`config.mk`:
```
export PLATFORM = sky130hd
export DESIGN_NAME = led_scan_sequencer
export DESIGN_NICKNAME = d
export VERILOG_FILES = /design/src/rtl/led_scan_sequencer.sv
export SDC_FILE = /design/constraint.sdc
export NUM_CORES = 1
export LEC_CHECK = 0
export ABC_AREA = 1
export CELL_PAD_IN_SITES_DETAIL_PLACEMENT = 0
export CELL_PAD_IN_SITES_GLOBAL_PLACEMENT = 2
export CORE_MARGIN = 2
export CORE_UTILIZATION = 33
export CTS_CLUSTER_SIZE = 16
export DETAILED_ROUTE_END_ITERATION = 7
export GPL_TIMING_DRIVEN = 0
export PLACE_DENSITY = 0.81
export SYNTH_ARGS = -nofsm -noshare
export SYNTH_HDL_FRONTEND = slang
export SYNTH_SLANG_ARGS = --single-unit
export TNS_END_PERCENT = 1
```
`constraint.sdc`:
```
create_clock -name clk -period 2.6 [get_ports clk]
set_clock_uncertainty 0.05 [all_clocks]
set_input_delay 0.26 -clock clk [delete_from_list [all_inputs] [get_ports clk]]
set_output_delay 0.26 -clock clk [all_outputs]
set_load 0.01 [all_outputs]
```
`src/rtl/led_scan_sequencer.sv`:
```
// Scan controller for a single-chain HUB75-style LED panel: fetches bit planes from a frame
// buffer, shifts each row out column by column and unblanks every plane for a weighted time.
module led_scan_sequencer #(
    parameter int unsigned COLS    = 32,
    parameter int unsigned PLANES  = 2,
    parameter int unsigned BASE_ON = 64,
    localparam int unsigned ColW   = $clog2(COLS)
) (
    input  logic            clk,
    input  logic            reset_n,
    input  logic            enable,
    input  logic [2:0]      rowmax_in,
    output logic            pix_req,
    output logic [2:0]      pix_row,
    output logic [ColW-1:0] pix_col,
    output logic [1:0]      pix_plane,
    input  logic [2:0]      pix_rgb,
    output logic            red_out,
    output logic            green_out,
    output logic            blue_out,
    output logic            sclk_out,
    output logic            latch_out,
    output logic            blank_out,
    output logic            aclk_out,
    output logic            arst_out,
    output logic            frame_done
);

    localparam int unsigned MaxOn     = BASE_ON << (PLANES - 1);
    localparam int unsigned TimerW    = (MaxOn > 1) ? $clog2(MaxOn) : 1;
    localparam logic [ColW-1:0] LastCol   = ColW'(COLS - 1);
    localparam logic [1:0]      LastPlane = 2'(PLANES - 1);

    typedef enum logic [2:0] {
        StIdle,
        StArst,
        StShift,
        StLatch,
        StDisplay,
        StAdvance
    } state_e;

    state_e            state_q, state_d;
    logic [2:0]        row_q, row_d;
    logic [ColW-1:0]   col_q, col_d;
    logic [1:0]        plane_q, plane_d;
    logic [1:0]        phase_q, phase_d;
    logic [TimerW-1:0] timer_q, timer_d;
    logic              wrap_d;

    logic              pix_req_q, pix_req_d;
    logic [2:0]        pix_row_q, pix_row_d;
    logic [ColW-1:0]   pix_col_q, pix_col_d;
    logic [1:0]        pix_plane_q, pix_plane_d;
    logic [2:0]        rgb_q, rgb_d;
    logic              sclk_q, sclk_d;
    logic              latch_q, latch_d;
    logic              blank_q, blank_d;
    logic              aclk_q, aclk_d;
    logic              arst_q, arst_d;
    logic              done_q, done_d;

    // Sequencing: each column is four phases (request, data return, present, clock high).
    always_comb begin
        state_d = state_q;
        row_d   = row_q;
        col_d   = col_q;
        plane_d = plane_q;
        phase_d = phase_q;
        timer_d = timer_q;
        wrap_d  = 1'b0;

        unique case (state_q)
            StIdle: begin
                if (enable) state_d = StArst;
            end
            StArst: begin
                state_d = StShift;
                row_d   = '0;
                col_d   = '0;
                plane_d = '0;
                phase_d = '0;
            end
            StShift: begin
                phase_d = phase_q + 2'd1;
                if (phase_q == 2'd3) begin
                    if (col_q == LastCol) begin
                        col_d   = '0;
                        state_d = StLatch;
                    end else begin
                        col_d = col_q + ColW'(1);
                    end
                end
            end
            StLatch: begin
                state_d = StDisplay;
                timer_d = TimerW'((BASE_ON << plane_q) - 1);
            end
            StDisplay: begin
                if (timer_q != '0) begin
                    timer_d = timer_q - TimerW'(1);
                end else if (plane_q != LastPlane) begin
                    plane_d = plane_q + 2'd1;
                    col_d   = '0;
                    phase_d = '0;
                    state_d = StShift;
                end else begin
                    state_d = StAdvance;
                    // Row limit is sampled as ADVANCE begins so its pulse can be registered.
                    wrap_d  = (row_q >= rowmax_in);
                end
            end
            StAdvance: begin
                plane_d = '0;
                col_d   = '0;
                phase_d = '0;
                if (done_q) begin
                    row_d   = '0;
                    state_d = enable ? StShift : StIdle;
                end else begin
                    row_d   = row_q + 3'd1;
                    state_d = StShift;
                end
            end
            default: state_d = StIdle;
        endcase
    end

    // Outputs are computed for the state being entered, then registered.
    always_comb begin
        pix_req_d = (state_d == StShift) && (phase_d == 2'd0);
        sclk_d    = (state_d == StShift) && (phase_d == 2'd3);
        latch_d   = (state_d == StLatch);
        blank_d   = (state_d != StDisplay);
        aclk_d    = (state_d == StAdvance) && !wrap_d;
        arst_d    = (state_d == StArst) || ((state_d == StAdvance) && wrap_d);
        done_d    = (state_d == StAdvance) && wrap_d;

        pix_row_d   = pix_row_q;
        pix_col_d   = pix_col_q;
        pix_plane_d = pix_plane_q;
        if (pix_req_d) begin
            pix_row_d   = row_d;
            pix_col_d   = col_d;
            pix_plane_d = plane_d;
        end else if (state_d == StIdle) begin
            pix_row_d   = '0;
            pix_col_d   = '0;
            pix_plane_d = '0;
        end

        rgb_d = rgb_q;
        if ((state_q == StShift) && (phase_q == 2'd1)) begin
            rgb_d = pix_rgb;
        end else if (state_d == StIdle) begin
            rgb_d = '0;
        end
    end

    always_ff @(posedge clk or negedge reset_n) begin
        if (!reset_n) begin
            state_q     <= StIdle;
            row_q       <= '0;
            col_q       <= '0;
            plane_q     <= '0;
            phase_q     <= '0;
            timer_q     <= '0;
            pix_req_q   <= 1'b0;
            pix_row_q   <= '0;
            pix_col_q   <= '0;
            pix_plane_q <= '0;
            rgb_q       <= '0;
            sclk_q      <= 1'b0;
            latch_q     <= 1'b0;
            blank_q     <= 1'b1;
            aclk_q      <= 1'b0;
            arst_q      <= 1'b0;
            done_q      <= 1'b0;
        end else begin
            state_q     <= state_d;
            row_q       <= row_d;
            col_q       <= col_d;
            plane_q     <= plane_d;
            phase_q     <= phase_d;
            timer_q     <= timer_d;
            pix_req_q   <= pix_req_d;
            pix_row_q   <= pix_row_d;
            pix_col_q   <= pix_col_d;
            pix_plane_q <= pix_plane_d;
            rgb_q       <= rgb_d;
            sclk_q      <= sclk_d;
            latch_q     <= latch_d;
            blank_q     <= blank_d;
            aclk_q      <= aclk_d;
            arst_q      <= arst_d;
            done_q      <= done_d;
        end
    end

    assign pix_req    = pix_req_q;
    assign pix_row    = pix_row_q;
    assign pix_col    = pix_col_q;
    assign pix_plane  = pix_plane_q;
    assign red_out    = rgb_q[2];
    assign green_out  = rgb_q[1];
    assign blue_out   = rgb_q[0];
    assign sclk_out   = sclk_q;
    assign latch_out  = latch_q;
    assign blank_out  = blank_q;
    assign aclk_out   = aclk_q;
    assign arst_out   = arst_q;
    assign frame_done = done_q;

endmodule

```
* Word level (Yosys, flattened, before mapping)
Index checks and enable logic that the tools add are counted.
** Cells by class
- Add/sub/neg operators :: 6
- Order comparisons :: 1
- Equal/unequal tests :: 16
- Shifts and indexed selects :: 1
- Mux-type cells :: 33
- Reduce and logical (&&, ||, !) cells :: 16
** Operator list (count)
- two-way mux 5 bit :: 6
- two-way mux 3 bit :: 9
- case mux 3 bit (6 select lines) :: 1
- two-way mux 2 bit :: 8
- case mux 5 bit (3 select lines) :: 1
- case mux 7 bit (2 select lines) :: 1
- subtractor 7 x 1 -> 7 bit (second input constant) :: 2
- == test 3 x 2 -> 1 bit (second input constant) :: 4
- == test 3 bit (second input constant) :: 3
- two-way mux 7 bit :: 1
- nonzero test 7 bit :: 1
- left shift 7 x 2 -> 7 bit (first input constant) :: 1
- == test 3 x 1 -> 1 bit (second input constant) :: 2
- logical NOT 3 bit :: 2
- case mux 2 bit (3 select lines) :: 1
- case mux 3 bit (2 select lines) :: 1
- nonzero test 2 bit :: 3
- adder 5 x 1 -> 5 bit (second input constant) :: 1
- == test 5 bit (second input constant) :: 1
- logical AND 1 bit :: 5
- adder 2 x 1 -> 2 bit (second input constant) :: 2
- == test 2 bit (second input constant) :: 2
- case mux 2 bit (2 select lines) :: 1
- adder 3 x 1 -> 3 bit (second input constant) :: 1
- 11 further kinds :: 13
** Word-level totals
- Flip-flop bits (word level) :: 42
- Input port bits :: 9
- Output and inout port bits :: 20
- Word-level logic and storage cells :: 90

* Longest topological paths before layout
- Depth after elaboration :: 7
- Mapped depth :: 13
- Gate-level depth less buffers :: 12

* Worst setup path after synthesis
No wires, ideal clock.
- Path kind :: register to register
- Start point :: register col_q[0]
- End point :: register pix_col_q[0] (netlist: pix_col[0])
- Setup time :: 0.118 ns
- Data arrival time :: 1.629 ns
- Data required time :: 2.432 ns
- Slack :: 0.803 ns
- Cell stages (with the launch flop) :: 14
- Path buffers :: 1
- Cell sequence :: dfrtp_1 -> ha_1 -> nand2_1 -> nor2_1 -> ha_1 -> nand2_1 -> nor2_1 -> nor2_1 -> nand2_2 -> nor2_4 -> nand3_2 -> buf_6 -> nand3_1 -> nand2_1
** On the way
- Longest elaborated chain between the ends :: 7
** RTL lines
- start, declared :: RTL line 45 : logic [ColW-1:0] col_q, col_d;
- start signal, assigned :: RTL line 182 : col_q <= col_d;
- == test 5 bit * :: RTL line 87 : if (col_q == LastCol) begin
- two-way mux 3 bit * :: RTL line 87
- two-way mux 3 bit * :: RTL line 86 : if (phase_q == 2'd3) begin
- case mux 3 bit (6 select lines) * :: RTL line 73 : unique case (state_q)
- via state_d[0] :: RTL line 43 : state_e state_q, state_d;
- == test 3 x 2 -> 1 bit :: RTL line 131 : pix_req_d = (state_d == StShift) && (phase_d == 2'd0);
- logical AND 1 bit :: RTL line 131
- two-way mux 5 bit / nonzero test 2 bit (equally long branches)
- end signal, assigned :: RTL line 188 : pix_col_q <= pix_col_d;
- end, declared :: RTL line 53 : logic [ColW-1:0] pix_col_q, pix_col_d;
The timed path passes the listed nets; every way through them passes the cells marked *.
A chain may end at the register's enable or synchronous reset.

* Worst setup path after layout
- Start point :: register col_q[0]
- End point :: register pix_row_q[2] (netlist: pix_row[2])
** On the way
- Longest elaborated chain between the ends :: 7
** RTL lines
- == test 5 bit * :: RTL line 87
- two-way mux 3 bit * :: RTL line 87
- two-way mux 3 bit * :: RTL line 86
- case mux 3 bit (6 select lines) * :: RTL line 73
- == test 3 x 2 -> 1 bit :: RTL line 131
- logical AND 1 bit :: RTL line 131
- two-way mux 3 bit / nonzero test 2 bit (equally long branches)
- end signal, assigned :: RTL line 187 : pix_row_q <= pix_row_d;
- end, declared :: RTL line 52 : logic [2:0] pix_row_q, pix_row_d;
Every way passes the cells marked *; elsewhere a longest branch is shown, timed or not.

==> results by group <==
STA
  • Max-slew headroom: 70.0%
  • Max-slew violation count: 0
  • Unrepaired setup endpoints after global routing: false
  • Setup TNS: 0 ns
  • Worst Tran Pin Value: 0.450 ns
  • Setup violations, final: 0
  • Clock period minus final worst setup slack: 2.00 ns
  • Fmax: 499 MHz
  • Final Hold Fails: 0
  • Final period utilization: 77.0%

Clocking
  • Post-CTS sizing: 0
  • Hold-fix buffers at CTS: 1
  • Clock Pin Slew Worst Setup and Hold Paths: 0.08 ns
  • Total CTS buffers: 5
  • CTS Buffer Depth: 2
  • CTS tree: yes
  • Clock sinks: 42
  • Clk Latency, worst-skew pair: 0.29 ns
  • CTS root buf: clkbuf_8
  • H-tree Lvls: 2
  • # Post-CTS Setup Buffers: 0

GRT
  • Total GRT Usage: 14.0%
  • Initial antenna violation count: 0
  • Grt ovf: 0
  • First-pass GRT wire length: 8.21 mm
  • Vias in the first global route: 1728
  • Largest net degree at the start of global routing: 26

Routing
  • Drt via density: 4.62
  • Wire length per cell: 12.7 µm
  • Via count: 1691
  • Remaining DRCs: 0
  • Total wire length: 4.66 mm
  • Iter 0 DRT Violations: 78
  • 1st-pass router iterations: 4
  • Routed Antenna Nets: 0

Min path
  • Hold Path Class: in2async

Synth
  • Net Count, Synth: 269
  • Area contributors post-synth: dfrtp_1 (47%), nand2_1 (8.6%), nand3_1 (6.9%)
  • Yosys reg bits: 42
  • Syn. warnings: 0
  • Synth Instances: 251
  • Cell variety after synth: 33
  • Synthesized area per cell: 8.73 µm²
  • Synthesized cell area: 0.00219 mm²
  • Synth area leader: dfrtp_1
  • Post-synthesis sequential area ratio: 48.0%
  • Share of the synthesized area in the top cell type: 46.8%

Power and ir drop
  • Leakage: 1.33 nW
  • Power Total: 1.20 mW
  • Power per Cell Area: 443 mW/mm²
  • Peak VDD IR: 198 µV

Cells and area
  • Final Non-Filler Cells: 366
  • Syn-to-layout area delta: 23.3%
  • Most frequent cells in the layout: nand2_1 (50), dfrtp_1 (41), inv_1 (30), nand3_1 (30), clkdlybuf4s50_1 (27)
  • Most common cell after layout, fill and taps aside: nand2_1
  • Fill cells: 659
  • Share of layout cells above drive strength 1: 15.2%
  • Final nets: 306
  • Ant diodes: 0

Floorplan
  • Initial Util: 34.3%
  • I/O pin cnt: 29
  • Die W: 85.5 µm
  • Core Rows: 29
  • Die Y: 85.5 µm
  • Full die area: 0.00731 mm²
  • Core area: 0.00639 mm²

Setup path
  • CP Data Arrival Time: 2.14 ns
  • CP Class: reg2reg
  • Crit path max fanout: 10
  • Buf/Inv on CP: 1
  • CP cell instances: ha_1, nand2_1, nor2_1, ha_1, nand2_1, nor2_1, nor2_1, nand4_2, buf_2, nand3_1, nand2_1
  • Largest delay share family, worst path: simple AND/OR/NAND/NOR gates
  • Crit path largest cell delay: 0.41 ns
  • CP required: 2.74 ns
  • Slowest-stage cell, CP: dfrtp_1
  • Crit end category: register
  • Setup crit start kind: register
  • FF-to-FF setup slack: 0.60 ns

Placed design
  • RePlAce Congestion: 0.727
  • Post-DP HPWL: 3.47 mm
  • Placed cells: 357
  • I/O Buffers: 28

Status
  • Status: finished, final reports clean

Flow run
  • Max_cap viols: 0
worst paths after layout:
path	startpoint	to	depth (start not counted)
hold reg to reg	pix_col[2]$_DFFE_PN0P_	pix_col[2]$_DFFE_PN0P_	2
hold / removal	reset_n	row_q[0]$_DFF_PN0_	2
min in group clk	pix_rgb[0]	rgb_q[0]$_DFFE_PN0P_	3
setup / recovery	col_q[0]$_DFF_PN0_	pix_row[2]$_DFFE_PN0P_	11
setup reg to reg	col_q[0]$_DFF_PN0_	pix_row[2]$_DFFE_PN0P_	11
max in group asynchronous	reset_n	blank_out$_DFF_PN1_	3
registers in the layout, indices dropped and copies added, names as in the netlist, 2 cells and up:
signal / count
rgb_q: 3
state_q: 3
timer_q: 7
col_q: 5
pix_plane: 2
pix_col: 5
plane_q: 2
phase_q: 2
pix_row: 3
row_q: 3
logic make-up after synthesis:
| family | count (synthesis) | synth area share (%) |
|---|---|---|
| fa+ha+maj | 9 | 5.14 |
| compound gates | 35 | 9.48 |
| buf+inv | 39 | 7.42 |
| simple gates | 121 | 27.9 |
| xor+xnor | 5 | 2.00 |
| flops | 42 | 48.0 |
routing by layer:
metal  GRT usage, %  up-vias  routed length, µm
met4           3.03        0                 25
met5              0        -                  0
met2           21.9       30               2060
li1               -      890                  -
met3           3.40        2                200
met1           19.9      769               2370
cell type report:
type	count	area, µm²	area share [%]
Tap cell	77	96.3	3.57
Clock buffer	5	68.8	2.55
Buffer	4	28.8	1.07
Clock inverter	3	40.0	1.48
Timing Repair Buffer	30	305	11.3
Sequential cell	42	1050	39.0
Inverter	35	134	4.96
Multi-Input combinational cell	170	976	36.1
worst register-to-register path, stage by stage (launching register included):
cell and delay, ns:
dfrtp_1 0.41, ha_1 0.22, nand2_1 0.07, nor2_1 0.04, ha_1 0.19, nand2_1 0.06
nor2_1 0.06, nor2_1 0.19, nand4_2 0.20, buf_2 0.26, nand3_1 0.11, nand2_1 0.05
cell usage after synthesis, drive strengths merged:
cell / n
dfrtp: 41
buf: 4
o31ai: 2
nand3: 34
nand2: 56
o211ai: 1
xor2: 4
a21oi: 9
o21ai: 20
ha: 9
dfstp: 1
xnor2: 1
a31oi: 1
or2: 1
a22oi: 1
inv: 35
nor2: 24
nor3: 3
or4: 1
nand3b: 1
nand4: 1
o21bai: 1
through the flow:
| step | utilization, % | instance area (µm²) | setup slack, ns | hold slack (ns) |
|---|---|---|---|---|
| after floorplan | - | 2190 | 0.803 | -0.0856 |
| final | 42.3 | 2700 | 0.598 | 0.394 |
| after global placement | 40.2 | 2570 | 0.0115 | 0.422 |
| after detailed placement | 40.4 | 2580 | 0.603 | 0.189 |
| after CTS | 42.3 | 2700 | 0.579 | 0.412 |
| after global routing | 42.3 | 2700 | 0.379 | 0.420 |
power by group:
group          switching [mW]  leakage [nW]  internal, mW
clock                   0.228        0.0579         0.283
combinational          0.0179         0.717        0.0161
sequential                  0         0.558         0.653
(Power assumes the default switching activity.)
